--- src/rtl/wave_pkg.sv ---
// rtl/wave_pkg.sv - shared state encoding, mode codes and period constants for the waveform sequencer
package wave_pkg;

  typedef enum logic [1:0] {
    IDLE = 2'd0,
    RUN  = 2'd1,
    DONE = 2'd2
  } state_t;

  localparam logic [1:0] MODE_SAWUP = 2'b00;
  localparam logic [1:0] MODE_SAWDN = 2'b01;
  localparam logic [1:0] MODE_TRI   = 2'b10;
  localparam logic [1:0] MODE_SQR   = 2'b11;

  localparam int SAW_PERIOD = 16;
  localparam int TRI_PERIOD = 30;

endpackage

--- src/rtl/wave_counter.sv ---
// rtl/wave_counter.sv - WIDTH-bit up/down counter with synchronous clear and enable
module wave_counter #(
  parameter int WIDTH = 4
) (
  input  logic             i_clock,
  input  logic             i_clear,
  input  logic             i_en,
  input  logic             i_up,
  output logic [WIDTH-1:0] o_value
);

  logic [WIDTH-1:0] r_value;

  // Wraps naturally at both ends; the sequencer never steps down from zero.
  always_ff @(posedge i_clock) begin
    if (i_clear) begin
      r_value <= '0;
    end else if (i_en) begin
      if (i_up) r_value <= r_value + 1'b1;
      else      r_value <= r_value - 1'b1;
    end
  end

  assign o_value = r_value;

endmodule

--- src/rtl/wave_sequencer.sv ---
// rtl/wave_sequencer.sv - run-control FSM, period bookkeeping and sample mapping around wave_counter
module wave_sequencer
  import wave_pkg::*;
#(
  parameter int WIDTH = 4
) (
  input  logic             i_clock,
  input  logic             i_clear,
  input  logic             i_start,
  input  logic             i_stop,
  input  logic [1:0]       i_mode,
  input  logic [3:0]       i_cycles,
  output logic [WIDTH-1:0] o_wave,
  output logic             o_busy,
  output logic             o_done
);

  state_t           r_state;
  state_t           w_next;
  logic [1:0]       r_mode;
  logic [3:0]       r_cycles;
  logic [3:0]       r_left;
  logic             r_dir_up;

  logic [WIDTH-1:0] w_cnt;
  logic             w_cnt_clear;
  logic             w_cnt_en;
  logic             w_cnt_up;
  logic             w_is_tri;
  logic             w_at_top;
  logic             w_at_one;
  logic             w_period_end;
  logic             w_last_period;
  logic [WIDTH-1:0] w_sample;

  assign w_is_tri      = (r_mode == MODE_TRI);
  assign w_at_top      = (w_cnt == {WIDTH{1'b1}});
  assign w_at_one      = (w_cnt == WIDTH'(1));
  assign w_period_end  = w_is_tri ? (w_at_one && !r_dir_up) : w_at_top;
  assign w_last_period = (r_cycles != 4'd0) && (r_left == 4'd1);

  // Triangle turns around at the top on the same step that reaches it registered as dir.
  assign w_cnt_up    = !w_is_tri || (r_dir_up && !w_at_top);
  assign w_cnt_en    = (r_state == RUN);
  assign w_cnt_clear = i_clear || (r_state != RUN) || (w_next != RUN);

  wave_counter #(
    .WIDTH(WIDTH)
  ) u_counter (
    .i_clock (i_clock),
    .i_clear (w_cnt_clear),
    .i_en    (w_cnt_en),
    .i_up    (w_cnt_up),
    .o_value (w_cnt)
  );

  always_ff @(posedge i_clock) begin
    if (i_clear) r_state <= IDLE;
    else         r_state <= w_next;
  end

  always_comb begin
    w_next = r_state;
    case (r_state)
      IDLE: if (i_start) w_next = RUN;
      RUN: begin
        if (i_stop)                              w_next = IDLE;
        else if (w_period_end && w_last_period)  w_next = DONE;
      end
      DONE:    w_next = IDLE;
      default: w_next = IDLE;
    endcase
  end

  always_ff @(posedge i_clock) begin
    if (i_clear) begin
      r_mode   <= MODE_SAWUP;
      r_cycles <= 4'd0;
      r_left   <= 4'd0;
      r_dir_up <= 1'b1;
    end else if (r_state == IDLE && i_start) begin
      r_mode   <= i_mode;
      r_cycles <= i_cycles;
      r_left   <= i_cycles;
      r_dir_up <= 1'b1;
    end else if (r_state == RUN) begin
      if (w_is_tri) begin
        if (w_at_top)                   r_dir_up <= 1'b0;
        else if (w_at_one && !r_dir_up) r_dir_up <= 1'b1;
      end
      // Continuous runs (cycles 0) leave left untouched.
      if (w_period_end && r_cycles != 4'd0 && r_left != 4'd1) r_left <= r_left - 4'd1;
    end
  end

  always_comb begin
    w_sample = '0;
    case (r_mode)
      MODE_SAWUP: w_sample = w_cnt;
      MODE_SAWDN: w_sample = ~w_cnt;
      MODE_TRI:   w_sample = w_cnt;
      MODE_SQR:   w_sample = {WIDTH{~w_cnt[WIDTH-1]}};
      default:    w_sample = '0;
    endcase
  end

  assign o_wave = (r_state == RUN) ? w_sample : '0;
  assign o_busy = (r_state == RUN);
  assign o_done = (r_state == DONE);

endmodule

--- config.mk ---
export PLATFORM = sky130hd
export DESIGN_NAME = wave_sequencer
export DESIGN_NICKNAME = d
export VERILOG_FILES = /design/src/rtl/wave_pkg.sv /design/src/rtl/wave_counter.sv /design/src/rtl/wave_sequencer.sv
export SDC_FILE = /design/constraint.sdc
export NUM_CORES = 1
export LEC_CHECK = 0
export ABC_AREA = 1
export CAP_MARGIN = 20
export CORE_ASPECT_RATIO = 1.75
export CORE_MARGIN = 4
export CORE_UTILIZATION = 30
export DETAILED_ROUTE_END_ITERATION = 8
export GPL_ROUTABILITY_DRIVEN = 0
export PLACE_DENSITY = 0.49
export RECOVER_POWER = 25
export SYNTH_ARGS = -nofsm -noshare
export SYNTH_HDL_FRONTEND = slang
export SYNTH_SLANG_ARGS = --single-unit
--- constraint.sdc ---
create_clock -name i_clock -period 1.5 [get_ports i_clock]
set_clock_uncertainty 0.15 [all_clocks]
set_input_delay 0.375 -clock i_clock [delete_from_list [all_inputs] [get_ports i_clock]]
set_output_delay 0.375 -clock i_clock [all_outputs]
set_load 0.005 [all_outputs]
==> summary.txt, run 1 <==
Power and ir drop
  – Internal cell power: roughly 0.00082 W
  – Clock network power share: 0.301
  – Peak VDD IR: ~0.69 mV
  – Comb pwr share: 0.285
  – Pwr dens: ~660 mW/mm²
  – Sw power: between 0.0003 and 0.0004 W
  – Switching part of the total: 0.309
  – Seq pwr share: 0.414
  – Total Power: 0.00119 W
  – Lkg Pwr: 0.780 nW

Timing
  – Final hold violations: 0
  – Setup WS post-layout: -0.182 ns
  – Final Max Tran Viols: 0
  – Period utilization: 1.12
  – RSZ-0062 raised after global routing: true
  – Count of final setup violators: 14
  – Slew @ Worst Pin: 0.280 ns
  – Setup TNS: -1.22 ns
  – Slew headroom: 0.812
  – Fmax achieved: 0.595 GHz
  – Crit path time final: around 1.7 ns

Cells and area
  – FILL cells: about 340
  – Fraction of layout cells with a size suffix above 1: 0.517
  – Finished Layout Cells: 254
  – Core Util, Final: 0.535
  – Synth-to-layout area growth: 71.1%
  – Reg area: 350 µm²
  – # diodes: 0
  – Fin area: 0.00182 mm²
  – Final #Nets: 225
  – Multi-input gate area: about 860 µm²

Critical path
  – R2R cell count: 12
  – WP buf/inv: 2
  – Slowest stage delay, CP: 0.34 ns
  – Crit path launch type: register
  – R2r setup slk: -0.09 ns
  – Crit Reg-Reg Startpoint: r_state[0]
  – Crit-path slowest cell: dfxtp_2
  – Worst path arrival time: about 1.2 ns
  – Crit-path max FO: 3
  – Critical-path cell list: inv_2 -> nor2_4 -> o21ai_4 -> a211oi_2 -> buf_2
  – Worst path required time: about 0.97 ns
  – Setup crit end kind: primary output
  – FF-to-FF End: r_left[3]
  – Family with the most delay on the worst path: flip-flops
  – Crit Path Class: reg -> out

Placement
  – Hpwl dp: ~2400 µm
  – PortBufs: 15
  – Placed cells: 245
  – Area after DPL: 0.00148 mm²

Global routing
  – Largest net degree at the start of global routing: 12
  – GRT overflow: 0
  – Total GRT Usage: 0.152
  – Antenna violations before repair: 0
  – First-pass GRT wire length: 5240 µm
  – Vias in the first global route: ~1,200

Job
  – Max Cap Viol: 0

Clock tree
  – Num Clock Sinks: 17
  – # hold bufs at CTS: 0
  – Reg clk slew, reported paths: 0.08 ns
  – H-tree depth: 1
  – CTS Buf Count: 3
  – Max clock buf depth: 2
  – Clock Latency Late Sink: 0.26 ns
  – CTS root buffer: clkbuf_8
  – CTS tree: built

Logic synthesis
  – Syn nets: 172
  – Cell area after synthesis: 0.00106 mm²
  – Commonest register cell after synthesis: dfxtp_1
  – Mapped Cells: 157
  – Post-synth EDFFs: 0
  – Syn_area_per_cell: between 6 and 7 µm²
  – Yosys Warn Count: 0
  – Sequential element share of the synthesized area: 0.320
  – Yosys reg bits: 17
  – Asr flop ratio synth: 0
  – Synth cell types: 27

Routing
  – Via count: 1,161
  – Routed WL per cell: 13.0 µm
  – DRC errors left: 0
  – First DRT Iteration DRCs: 37
  – DRT Pass-1 Iters: 4
  – Drt via density: 4.57
  – Routed wire length: 3290 µm
  – Remaining antenna violation count: 0

Worst hold path
  – Hold path startpoint: r_cycles[3]
  – Hold depth: 2
  – Hold Crit Endpoint: r_cycles[3]
  – Worst hold path class: reg -> reg

Floorplan
  – Core Area: 0.00340 mm²
  – Row count: 28
  – Die W: 53.0 µm
  – Die Footprint: around 0.0046 mm²
  – Die Ht: 86.8 µm
  – Initial core utilization: 0.313
  – # IOs: 16

Outcome
  – Outcome: complete, but fails checks
  – Failing checks: negative setup slack
kinds of logic after synthesis:
family / count (synthesis) / share of synthesized area
simple gates: 88 / 0.405
compound gates: 23 / 0.122
xor+xnor: 1 / 0.00824
flops: 17 / 0.320
buf+inv: 23 / 0.0859
fa+ha+maj: 5 / 0.0588
stage by stage:
stage,setup slack [ns],hold slack (ns)
6_report,-0.182,0.332
5_1_grt,-0.255,0.365
4_1_cts,-0.216,0.335
3_5_place_dp,-0.364,0.320
3_3_place_gp,-0.316,0.314
2_1_floorplan,0.0172,0.294
synthesized netlist by cell type (2+ instances only):
library cell	instances	area (µm²)
a211oi_1	3	22.5
a21oi_1	8	40.0
dfxtp_1	17	340
ha_1	5	62.6
inv_1	17	63.8
inv_2	3	11.3
nand2_1	30	113
nand2_2	6	37.5
nand2_4	2	22.5
nand3_1	11	55.1
nand4_1	2	12.5
nor2_1	27	101
nor2_2	4	25.0
o21ai_0	6	30.0
o22ai_1	4	25.0
worst max-delay path by stage:
stage	end	start	cells past startpoint	slack, ns
3_3_place_gp	r_left[1]	i_start	9	-0.32
2_1_floorplan	o_wave[0]	r_state[0]	5	0.02
6_report	o_wave[0]	r_state[0]	5	-0.18
4_1_cts	o_wave[1]	r_state[0]	5	-0.22
5_1_grt	o_wave[1]	r_state[0]	5	-0.25
3_5_place_dp	o_wave[0]	r_state[0]	5	-0.36
area by class of cell:
type,count,area share
Multi-Input combinational cell,117,0.475
Timing Repair Buffer,50,0.230
Sequential cell,17,0.193
Inverter,21,0.0447
Tap cell,45,0.0309
Clock buffer,3,0.0227
Clock inverter,1,0.00413
power by group through the flow:
stage	clock, W	combinational [W]	sequential, W
floorplan	0	0.000146	0.000502
global placement	0	0.000265	0.000502
detailed placement	0	0.000275	0.000503
CTS	0.000366	0.000300	0.000494
global route	0.000390	0.000381	0.000497
finish	0.000360	0.000341	0.000494
state kept, by name, summed over array words and instances (netlist names):
| signal | count |
|---|---|
| u_counter.o_value | 4 |
| r_left | 4 |
| r_cycles | 4 |
| r_dir_up | 1 |
| r_mode | 2 |
| r_state | 2 |
placed cells by master (no fill, tap or decap), types with 2 or more instances in the layout:
cell,netlist,final
dfxtp_1,17,11
inv_2,3,6
buf_6,0,9
o21ai_0,6,5
dfxtp_2,0,5
nor2_1,27,16
a21oi_2,0,4
o22ai_1,4,3
clkdlybuf4s50_1,0,9
buf_4,1,27
clkbuf_8,0,3
buf_2,1,5
nand4_1,2,2
nand3_2,1,5
a211oi_2,0,3
nand3_1,11,8
nor2_2,4,8
ha_4,0,3
nand2_4,2,8
inv_1,17,13
nand2_2,6,6
ha_1,5,2
a21oi_1,8,4
nor2_4,1,8
nand2_1,30,23
routing by layer:
layer,GRT usage,vias up,wire [µm]
met3,0.0172,5,64
met4,0.0488,0,47
met1,0.146,535,1090
li1,-,608,-
met2,0.310,13,2090
met5,0,-,0
repair_timing:
action | CTS | global route
endpoints found under the setup margin | 16 | 22
hold endpoints to repair | 0 | 0
resized for setup | 46 | 53
pin swaps | 5 | 20
setup buffers | 3 | 2
tightest hold or removal path, stage by stage, from the launching register on:
cell and delay (ns):
dfxtp_1 0.30, inv_1 0.06, o21ai_0 0.08
Power figures use the tool's default switching activity.
==> inputs of run 2 (changes only) <==
- CTS_CLUSTER_DIAMETER: not set -> 50
==> results of run 2 <==
Final layout, timing and power as in run 1 (identical DEF).
==> inputs of run 3 (changes only) <==
- ABC_CLOCK_PERIOD_IN_PS: not set -> 1500
==> results of run 3 <==
Final layout, timing and power as in run 1 (identical DEF).
